<file path="config.mk">
export PLATFORM = sky130hd
export DESIGN_NAME = packet_reassembler
export DESIGN_NICKNAME = d
export VERILOG_FILES = /design/src/rtl/rdma_stream_pkg.sv /design/src/rtl/axis_hold_reg.sv /design/src/rtl/packet_reassembler.sv
export SDC_FILE = /design/constraint.sdc
export NUM_CORES = 1
export LEC_CHECK = 0
export CAP_MARGIN = 20
export CELL_PAD_IN_SITES_DETAIL_PLACEMENT = 1
export CELL_PAD_IN_SITES_GLOBAL_PLACEMENT = 1
export CORE_UTILIZATION = 30
export CTS_CLUSTER_SIZE = 24
export DETAILED_ROUTE_END_ITERATION = 10
export GPL_ROUTABILITY_DRIVEN = 0
export PLACE_DENSITY_LB_ADDON = 0.3
export SYNTH_ARGS = -nofsm -noshare
export SYNTH_HDL_FRONTEND = slang
export SYNTH_SLANG_ARGS = --single-unit
</file>
<file path="constraint.sdc">
create_clock -name clk -period 4.2 [get_ports clk]
set_input_delay 1.05 -clock clk [delete_from_list [all_inputs] [get_ports clk]]
set_output_delay 1.05 -clock clk [all_outputs]
set_load 0.005 [all_outputs]
</file>
<file path="src/rtl/rdma_stream_pkg.sv">
// Shared types and constant helpers for the RDMA stream segmenter/reassembler pair.
package rdma_stream_pkg;

    localparam int DEFAULT_MTU        = 64;
    localparam int DEFAULT_FRAME_SIZE = 128;

    function automatic int gcd(input int a, input int b);
        int x;
        int y;
        int t;
        x = a;
        y = b;
        while (y != 0) begin
            t = x % y;
            x = y;
            y = t;
        end
        return x;
    endfunction

    function automatic int lcm(input int a, input int b);
        return (a / gcd(a, b)) * b;
    endfunction

    function automatic int ratio(input int frame_size, input int mtu);
        return (mtu > 0) ? frame_size / mtu : 1;
    endfunction

    localparam int DEFAULT_RATIO = ratio(DEFAULT_FRAME_SIZE, DEFAULT_MTU);

    // Sized for the default MTU/frame pairing; other pairings size their own counters.
    typedef logic [((DEFAULT_RATIO > 1) ? $clog2(DEFAULT_RATIO) : 1)-1:0] lane_idx_t;

    typedef enum logic {
        OUT_EMPTY = 1'b0,
        OUT_FULL  = 1'b1
    } out_state_e;

    typedef enum logic {
        ACC_IDLE = 1'b0,
        ACC_FILL = 1'b1
    } acc_state_e;

endpackage

</file>
<file path="src/rtl/axis_hold_reg.sv">
// Single-entry AXI-Stream output register: holds a frame until accepted,
// and drives all payload fields to zero while empty.
module axis_hold_reg
    import rdma_stream_pkg::*;
#(
    parameter int DATA_W = 128,
    parameter int KEEP_W = 2
) (
    input  logic              clk,
    input  logic              rst,
    input  logic              load,
    input  logic [DATA_W-1:0] load_data,
    input  logic [KEEP_W-1:0] load_keep,
    input  logic              load_last,
    input  logic              out_ready,
    output logic              out_valid,
    output logic [DATA_W-1:0] out_data,
    output logic [KEEP_W-1:0] out_keep,
    output logic              out_last
);

    out_state_e        state_reg, state_next;
    logic [DATA_W-1:0] data_reg;
    logic [KEEP_W-1:0] keep_reg;
    logic              last_reg;

    // The producer only loads when empty or when the held frame leaves this cycle.
    always_comb begin
        state_next = state_reg;
        if (load) begin
            state_next = OUT_FULL;
        end else if (state_reg == OUT_FULL && out_ready) begin
            state_next = OUT_EMPTY;
        end
    end

    always_ff @(posedge clk) begin
        if (rst) begin
            state_reg <= OUT_EMPTY;
            data_reg  <= '0;
            keep_reg  <= '0;
            last_reg  <= 1'b0;
        end else begin
            state_reg <= state_next;
            if (load) begin
                data_reg <= load_data;
                keep_reg <= load_keep;
                last_reg <= load_last;
            end
        end
    end

    assign out_valid = (state_reg == OUT_FULL);
    assign out_data  = out_valid ? data_reg : '0;
    assign out_keep  = out_valid ? keep_reg : '0;
    assign out_last  = out_valid && last_reg;

endmodule

</file>
<file path="src/rtl/packet_reassembler.sv">
// Gathers MTU-wide beats into AXI_FRAME_SIZE-wide frames, closing on a full frame or tlast.
// Optional frame/packet counters are enabled by RDMA_REASSEMBLER_STATS_EN.
module packet_reassembler
    import rdma_stream_pkg::*;
#(
    parameter int MTU            = 64,
    parameter int AXI_FRAME_SIZE = 128
) (
    input  logic                         clk,
    input  logic                         rst,
    input  logic [MTU-1:0]               s_axis_tdata,
    input  logic                         s_axis_tvalid,
    output logic                         s_axis_tready,
    input  logic                         s_axis_tlast,
    output logic [AXI_FRAME_SIZE-1:0]    m_axis_tdata,
    output logic                         m_axis_tvalid,
    input  logic                         m_axis_tready,
    output logic                         m_axis_tlast,
    output logic [AXI_FRAME_SIZE/MTU-1:0] m_axis_tkeep
`ifdef RDMA_REASSEMBLER_STATS_EN
    ,
    output logic [31:0]                  stat_frames,
    output logic [31:0]                  stat_packets
`endif
);

    localparam int RATIO  = ratio(AXI_FRAME_SIZE, MTU);
    localparam int LANE_W = (RATIO > 1) ? $clog2(RATIO) : 1;

    if (AXI_FRAME_SIZE % MTU != 0) begin : g_bad_ratio
        $warning("packet_reassembler: AXI_FRAME_SIZE is not a multiple of MTU");
    end

    if (RATIO == 1) begin : g_bypass
        assign m_axis_tdata  = s_axis_tdata;
        assign m_axis_tvalid = s_axis_tvalid;
        assign m_axis_tlast  = s_axis_tlast;
        assign m_axis_tkeep  = '1;
        assign s_axis_tready = m_axis_tready;
    end else begin : g_acc
        acc_state_e                acc_state_reg, acc_state_next;
        logic [LANE_W-1:0]         lane_cnt_reg, lane_cnt_next;
        logic [AXI_FRAME_SIZE-1:0] frame_data;
        logic [RATIO-1:0]          frame_keep;
        logic                      accept;
        logic                      close;

        assign s_axis_tready = !m_axis_tvalid || m_axis_tready;
        assign accept        = s_axis_tvalid && s_axis_tready;
        assign close         = accept && ((lane_cnt_reg == LANE_W'(RATIO - 1)) || s_axis_tlast);

        always_ff @(posedge clk) begin
            if (rst) begin
                acc_state_reg <= ACC_IDLE;
                lane_cnt_reg  <= '0;
            end else begin
                acc_state_reg <= acc_state_next;
                lane_cnt_reg  <= lane_cnt_next;
            end
        end

        always_comb begin
            acc_state_next = acc_state_reg;
            lane_cnt_next  = lane_cnt_reg;
            case (acc_state_reg)
                ACC_IDLE: begin
                    if (accept && !close) begin
                        acc_state_next = ACC_FILL;
                        lane_cnt_next  = lane_cnt_reg + LANE_W'(1);
                    end
                end
                ACC_FILL: begin
                    if (close) begin
                        acc_state_next = ACC_IDLE;
                        lane_cnt_next  = '0;
                    end else if (accept) begin
                        lane_cnt_next = lane_cnt_reg + LANE_W'(1);
                    end
                end
                default: begin
                    acc_state_next = ACC_IDLE;
                    lane_cnt_next  = '0;
                end
            endcase
        end

        // Lanes are cleared on close, so unwritten upper lanes of a short frame read as zero.
        for (genvar gi = 0; gi < RATIO; gi++) begin : g_lane
            logic [MTU-1:0] lane_reg;
            logic           lane_sel;

            assign lane_sel = (lane_cnt_reg == LANE_W'(gi));

            always_ff @(posedge clk) begin
                if (rst || close) begin
                    lane_reg <= '0;
                end else if (accept && lane_sel) begin
                    lane_reg <= s_axis_tdata;
                end
            end

            assign frame_data[gi*MTU +: MTU] = lane_sel ? s_axis_tdata : lane_reg;

            if (gi == 0) begin : g_keep0
                assign frame_keep[gi] = 1'b1;
            end else begin : g_keepn
                assign frame_keep[gi] = (lane_cnt_reg >= LANE_W'(gi));
            end
        end

        axis_hold_reg #(
            .DATA_W (AXI_FRAME_SIZE),
            .KEEP_W (RATIO)
        ) u_hold (
            .clk       (clk),
            .rst       (rst),
            .load      (close),
            .load_data (frame_data),
            .load_keep (frame_keep),
            .load_last (s_axis_tlast),
            .out_ready (m_axis_tready),
            .out_valid (m_axis_tvalid),
            .out_data  (m_axis_tdata),
            .out_keep  (m_axis_tkeep),
            .out_last  (m_axis_tlast)
        );
    end

`ifdef RDMA_REASSEMBLER_STATS_EN
    always_ff @(posedge clk) begin
        if (rst) begin
            stat_frames  <= '0;
            stat_packets <= '0;
        end else if (m_axis_tvalid && m_axis_tready) begin
            stat_frames <= stat_frames + 32'd1;
            if (m_axis_tlast) begin
                stat_packets <= stat_packets + 32'd1;
            end
        end
    end
`endif

endmodule

</file>
==> Word level (Yosys, flattened, before mapping) <==
Index checks and enable logic that the tools add are counted.
{ "op_classes": {"shift": 0, "multipliers": 0, "n_bitwise": 2, "n_mux": 13, "eq_ne": 2, "reduce_logical": 14, "div_mod_pow": 0, "magnitude_cmp": 1, "n_addsub": 1} }
{ "op_table": {"columns": ["cell", "n"], "rows": [
  ["$mux 128", 1],
  ["$mux 64", 2],
  ["$logic_and 1x1->1", 7],
  ["$mux 1", 7],
  ["$pmux 1 s2", 2],
  ["$logic_or 1x1->1", 3],
  ["$ne 3x1->1 const B", 1],
  ["$logic_not 1->1", 2],
  ["$mux 2", 1],
  ["$ne 2x2->1 const B", 1],
  ["$not 1->1", 2],
  ["$reduce_and 2->1", 1],
  ["$reduce_bool 2->1", 1],
  ["$add 1x1->1 const B", 1],
  ["$ge 1x1->1 const B", 1]
]} }
{ "totals": {"ramBits": 0, "reg_bits": 262, "mem_count": 0, "mem_bits_ro": 0, "out_inout_bits": 133, "latch_bits": 0} }

==> Longest topological paths before layout <==
{ "logic_depth": {"ltp_word": 8, "mapped_depth": 7, "depth_no_buf": 4} }

==> Modules after synthesis <==
From an unflattened synthesis, not the netlist that was laid out.
{ "unflattened": {"cells_unflattened": 1167, "hier_area_um2": 11554.8} }
{ "modules_own_cells": {"columns": ["mod", "instances", "cells_each", "area_each_um2", "seq_area_each_um2"], "rows": [
  ["packet_reassembler", 1, 595, 5973.2, 2602.5],
  ["axis_hold_reg", 1, 572, 5581.6, 2642.5]
]} }

==> Least setup slack after synthesis <==
Ideal clock, no wire load.
{ "synth_timing": {"path_type": "input -> output", "from": "input m_axis_tready", "to": "output s_axis_tready", "t_required_ps": 3150, "slack_ps": 1413, "t_arrival_ps": 1737, "path_stages": 5, "cell_sequence": "and2b_1 inv_2 buf_4 buf_4 buf_2"} }
{ "synth_between": {"elab_chain_cells": 1} }
{ "synth_lines": {"columns": ["element", "line_no", "source"], "rows": [
  ["start, declared", "packet_reassembler.sv:17", "input logic m_axis_tready,"],
  ["$logic_or 1x1->1", "packet_reassembler.sv:48", "assign s_axis_tready = !m_axis_tvalid || m_axis_tready;"],
  ["end, declared", "packet_reassembler.sv:13", "output logic s_axis_tready,"]
]} }
Every way passes these cells.

==> Final worst setup path <==
{ "layout_timing": {"from": "register g_acc.u_hold.state_reg (netlist: g_acc.u_hold.out_valid)", "to": "output m_axis_tdata[110]"} }
{ "layout_between": {"elab_chain_cells": 1} }
{ "layout_lines": {"columns": ["element", "line_no", "source"], "rows": [
  ["start, declared", "axis_hold_reg.sv:22", "out_state_e state_reg, state_next;"],
  ["start signal, assigned", "axis_hold_reg.sv:44", "state_reg <= state_next;"],
  ["$mux 128", "axis_hold_reg.sv:54", "assign out_data = out_valid ? data_reg : '0;"],
  ["end, declared", "packet_reassembler.sv:15", "output logic [AXI_FRAME_SIZE-1:0] m_axis_tdata,"]
]} }
Every way passes these cells.

==> run_summary.xml <==
<?xml version="1.0" encoding="UTF-8"?>
<metrics>
  <group name="status">
    <metric name="run_status" unit="">completed</metric>
  </group>
  <group name="global_route">
    <metric name="grt_util_all_layers" unit="">0.194</metric>
    <metric name="grt_first_pass_wirelength" unit="um">60700</metric>
    <metric name="vias_in_the_first_global_route" unit="">10300</metric>
    <metric name="grt_start_max_net_pins" unit="">77</metric>
    <metric name="grt_overflow_total" unit="">0</metric>
    <metric name="grt_antenna_before_repair" unit="">2</metric>
  </group>
  <group name="cells_and_area">
    <metric name="drive_gt1_frac" unit="">0.0691</metric>
    <metric name="num-fill-cells" unit="">4254</metric>
    <metric name="layout-area-overhead-vs-synth" unit="%">27.2</metric>
    <metric name="final_net_count" unit="">1392</metric>
  </group>
  <group name="critical_path">
    <metric name="crit_required" unit="ns">3.15</metric>
    <metric name="critical-path-top-delay-family" unit="">buffers and inverters</metric>
    <metric name="crit_path_cell_trace" unit="">buf_4 -&gt; and2_1 -&gt; clkdlybuf4s50_1</metric>
    <metric name="cp-end-kind" unit="">primary output</metric>
    <metric name="critPathKind" unit="">reg -&gt; out</metric>
    <metric name="worst_ep_arrival_time" unit="ns">2.42</metric>
    <metric name="timing.critical_path.slowest_cell_delay" unit="ns">0.78</metric>
    <metric name="crit_slowest_cell" unit="">sky130_fd_sc_hd__dfxtp_4</metric>
    <metric name="worst_path_buffer_plus_inverter_count" unit="">2</metric>
    <metric name="timing.critical_path.fanout_max" unit="">74</metric>
    <metric name="startpoint_type" unit="">flop</metric>
  </group>
  <group name="yosys">
    <metric name="netlist.top_cell.by_area" unit="">sky130_fd_sc_hd__dfxtp_1</metric>
    <metric name="post_synth_inst_count" unit="">1223</metric>
    <metric name="post_synth_instance_area" unit="sq um">11700</metric>
    <metric name="synth.ff_latch_count" unit="">262</metric>
    <metric name="synth.lib_cells_used.distinct" unit="">25</metric>
    <metric name="synth.net_count" unit="">1292</metric>
    <metric name="synthArstFlopShare" unit="">0</metric>
    <metric name="synth.cells.most_frequent" unit="">262 x sky130_fd_sc_hd__dfxtp_1, 132 x sky130_fd_sc_hd__and2_1, 130 x sky130_fd_sc_hd__a31oi_1</metric>
    <metric name="synth_top_area_share" unit="">0.449</metric>
    <metric name="synth_sequential_area_ratio" unit="">0.449</metric>
    <metric name="post_synth_edffs" unit="">0</metric>
    <metric name="synthFlopType" unit="">sky130_fd_sc_hd__dfxtp_1</metric>
    <metric name="synthesis.yosys.warnings" unit="">0</metric>
    <metric name="avgSynthCellArea" unit="sq um">9.56</metric>
    <metric name="synth.top_cells.by_area" unit="">sky130_fd_sc_hd__dfxtp_1 45%, sky130_fd_sc_hd__mux2i_1 11%, sky130_fd_sc_hd__a311oi_1 9.7%</metric>
    <metric name="most_used_standard_cell_by_instance_count_after_synthesis" unit="">sky130_fd_sc_hd__dfxtp_1</metric>
  </group>
  <group name="route">
    <metric name="post_drt_via_cell_ratio" unit="">5.53</metric>
    <metric name="route.detailed.drc" unit="">0</metric>
    <metric name="detail_route.wirelength" unit="um">39300</metric>
    <metric name="detailedRoute.firstPassIterationCount" unit="">5</metric>
    <metric name="drt_iter0_markers" unit="">461</metric>
    <metric name="postRouteAntennaNets" unit="">0</metric>
    <metric name="vias" unit="">10300</metric>
    <metric name="detail_route.wl_per_cell" unit="um">21.2</metric>
  </group>
  <group name="floorplan">
    <metric name="rows" unit="">71</metric>
    <metric name="design.die.area" unit="sq um">39800</metric>
    <metric name="placeableCoreArea" unit="sq um">38000</metric>
    <metric name="dieWidth" unit="um">199</metric>
    <metric name="initial_core_util" unit="">0.307</metric>
    <metric name="pin_count" unit="">202</metric>
    <metric name="chipHeight" unit="um">199</metric>
  </group>
  <group name="clocking">
    <metric name="clock_transition_time_at_the_flip_flop_clock_pins_of_the_worst_setup_and_hold_paths" unit="ns">0.06</metric>
    <metric name="cts_max_level" unit="">1</metric>
    <metric name="ctsHoldBuffers" unit="">0</metric>
    <metric name="ctsRootBufferMaster" unit="">sky130_fd_sc_hd__clkbuf_16</metric>
    <metric name="number_of_buffers_added_by_the_clock_tree_synthesis_step" unit="">30</metric>
    <metric name="cts.sink_count" unit="">262</metric>
    <metric name="tritoncts_clock_tree" unit="">built</metric>
    <metric name="clk_path_buf_depth" unit="">3</metric>
    <metric name="insertion_delay" unit="ns">0.55</metric>
    <metric name="ctsResizeCount" unit="">0</metric>
    <metric name="number_of_buffers_added_for_setup_after_cts" unit="">0</metric>
  </group>
  <group name="timing">
    <metric name="report.final.hold_viol_count" unit="">0</metric>
    <metric name="fin_skew" unit="ns">0.0119</metric>
    <metric name="max_clock_freq" unit="MHz">288</metric>
    <metric name="grt_setup_unrepaired" unit="">false</metric>
    <metric name="timing.final.max_slew_violations" unit="">0</metric>
    <metric name="finalSetupViolCount" unit="">0</metric>
    <metric name="period_needed" unit="ns">3.47</metric>
    <metric name="maxSlewHeadroom" unit="">0.403</metric>
    <metric name="tightestPinTransition" unit="ns">0.896</metric>
    <metric name="final_min_period_over_clock_period" unit="">0.827</metric>
    <metric name="final.setup.tns" unit="ns">0</metric>
  </group>
  <group name="place">
    <metric name="place_hpwl" unit="um">23300</metric>
    <metric name="numPortBuffers" unit="">201</metric>
  </group>
  <group name="pwr">
    <metric name="ir_worst_vdd" unit="mV">0.326</metric>
    <metric name="p_leak" unit="nW">5.00</metric>
    <metric name="power.total" unit="mW">6.24</metric>
    <metric name="cellPowerDensity" unit="nW/um^2">420</metric>
  </group>
  <group name="worst_hold_path">
    <metric name="min-delay-path-class" unit="">reg -&gt; reg</metric>
  </group>
  <group name="job">
    <metric name="max-cap-violations" unit="">0</metric>
  </group>
</metrics>
## routing by layer
layer | track usage | wire (um) | part of all wire | vias to the layer above
li1 | - | - | - | 4807
met1 | 0.263 | 18200 | 0.46 | 5136
met2 | 0.325 | 18400 | 0.47 | 276
met3 | 0.0251 | 1840 | 0.047 | 49
met4 | 0.0469 | 811 | 0.021 | 0
met5 | 0 | 0 | 0 | -
## kinds of logic (layout without fill, tap and decap cells)
logic type	count (synthesis)	after routing	share of synthesized area
multiplexers	128	128	0.110
buffers and inverters	171	293	0.0736
AO/OA/AOI/OAI	457	457	0.266
AND/OR/NAND/NOR	205	205	0.103
other	0	1	0
flip-flops	262	262	0.449
## final cells by class
class | count | area, sq um | area share
Multi-Input combinational cell | 790 | 5630 | 0.379
Sequential cell | 262 | 5250 | 0.353
Timing Repair Buffer | 235 | 2340 | 0.157
Clock buffer | 47 | 927 | 0.0624
Tap cell | 511 | 639 | 0.0430
Clock inverter | 7 | 60.1 | 0.00404
Inverter | 4 | 20.0 | 0.00135
Antenna cell | 1 | 2.50 | 0.000168
## worst register-to-register path, stage by stage, from the launching register on
cell,delay (ns)
sky130_fd_sc_hd__dfxtp_4,0.75
sky130_fd_sc_hd__buf_4,0.63
sky130_fd_sc_hd__nand2b_2,0.23
sky130_fd_sc_hd__buf_4,0.65
sky130_fd_sc_hd__o21ai_0,0.23
sky130_fd_sc_hd__a21oi_1,0.20
## through the flow
step / setup slack [ns] / cells / instance area [sq um] / utilization / hold WS (ns)
after floorplan: 1.41 / 1223 / 11700 / - / 0.421
after global placement: 0.688 / 1802 / 13900 / 0.365 / 0.432
after detailed placement: 0.639 / 1802 / 13900 / 0.365 / 0.437
after CTS: 0.619 / 1856 / 14900 / 0.391 / 0.460
after global routing: 0.543 / 1856 / 14900 / 0.391 / 0.473
final: 0.727 / 1857 / 14900 / 0.391 / 0.451
## final timing paths
check / from / end / slack, ns / depth (start not counted)
setup / recovery: g_acc.u_hold.out_valid / m_axis_tdata[110] / 0.73 / 3
hold / removal: flop / g_acc.g_lane[1].lane_sel / 0.45 / 1
setup reg to reg: g_acc.g_lane[1].lane_sel / g_acc.g_lane[0].lane_reg[36] / 1.44 / 5
hold reg to reg: flop / g_acc.g_lane[1].lane_sel / 0.45 / 1
## cell usage in the layout (no fill, tap or decap), types with 2 or more instances in the layout
cell type / instances
sky130_fd_sc_hd__dfxtp_1: 260
sky130_fd_sc_hd__mux2i_1: 128
sky130_fd_sc_hd__inv_1: 3
sky130_fd_sc_hd__clkbuf_16: 32
sky130_fd_sc_hd__clkbuf_1: 8
sky130_fd_sc_hd__buf_12: 6
sky130_fd_sc_hd__a31oi_1: 129
sky130_fd_sc_hd__a311oi_1: 129
sky130_fd_sc_hd__o21ai_0: 64
sky130_fd_sc_hd__clkbuf_8: 7
sky130_fd_sc_hd__dfxtp_4: 2
sky130_fd_sc_hd__clkinv_2: 6
sky130_fd_sc_hd__nand3_1: 66
sky130_fd_sc_hd__and2_1: 131
sky130_fd_sc_hd__a21oi_1: 66
sky130_fd_sc_hd__buf_4: 30
sky130_fd_sc_hd__clkdlybuf4s50_1: 199
sky130_fd_sc_hd__o21a_1: 65
## report_power, final
| group | switching, mW | internal, mW | total, mW |
|---|---|---|---|
| registers | 0.114 | 2.65 | 2.76 |
| clock network | 1.05 | 1.56 | 2.61 |
| logic | 0.492 | 0.375 | 0.867 |
(Power assumes the default switching activity.)
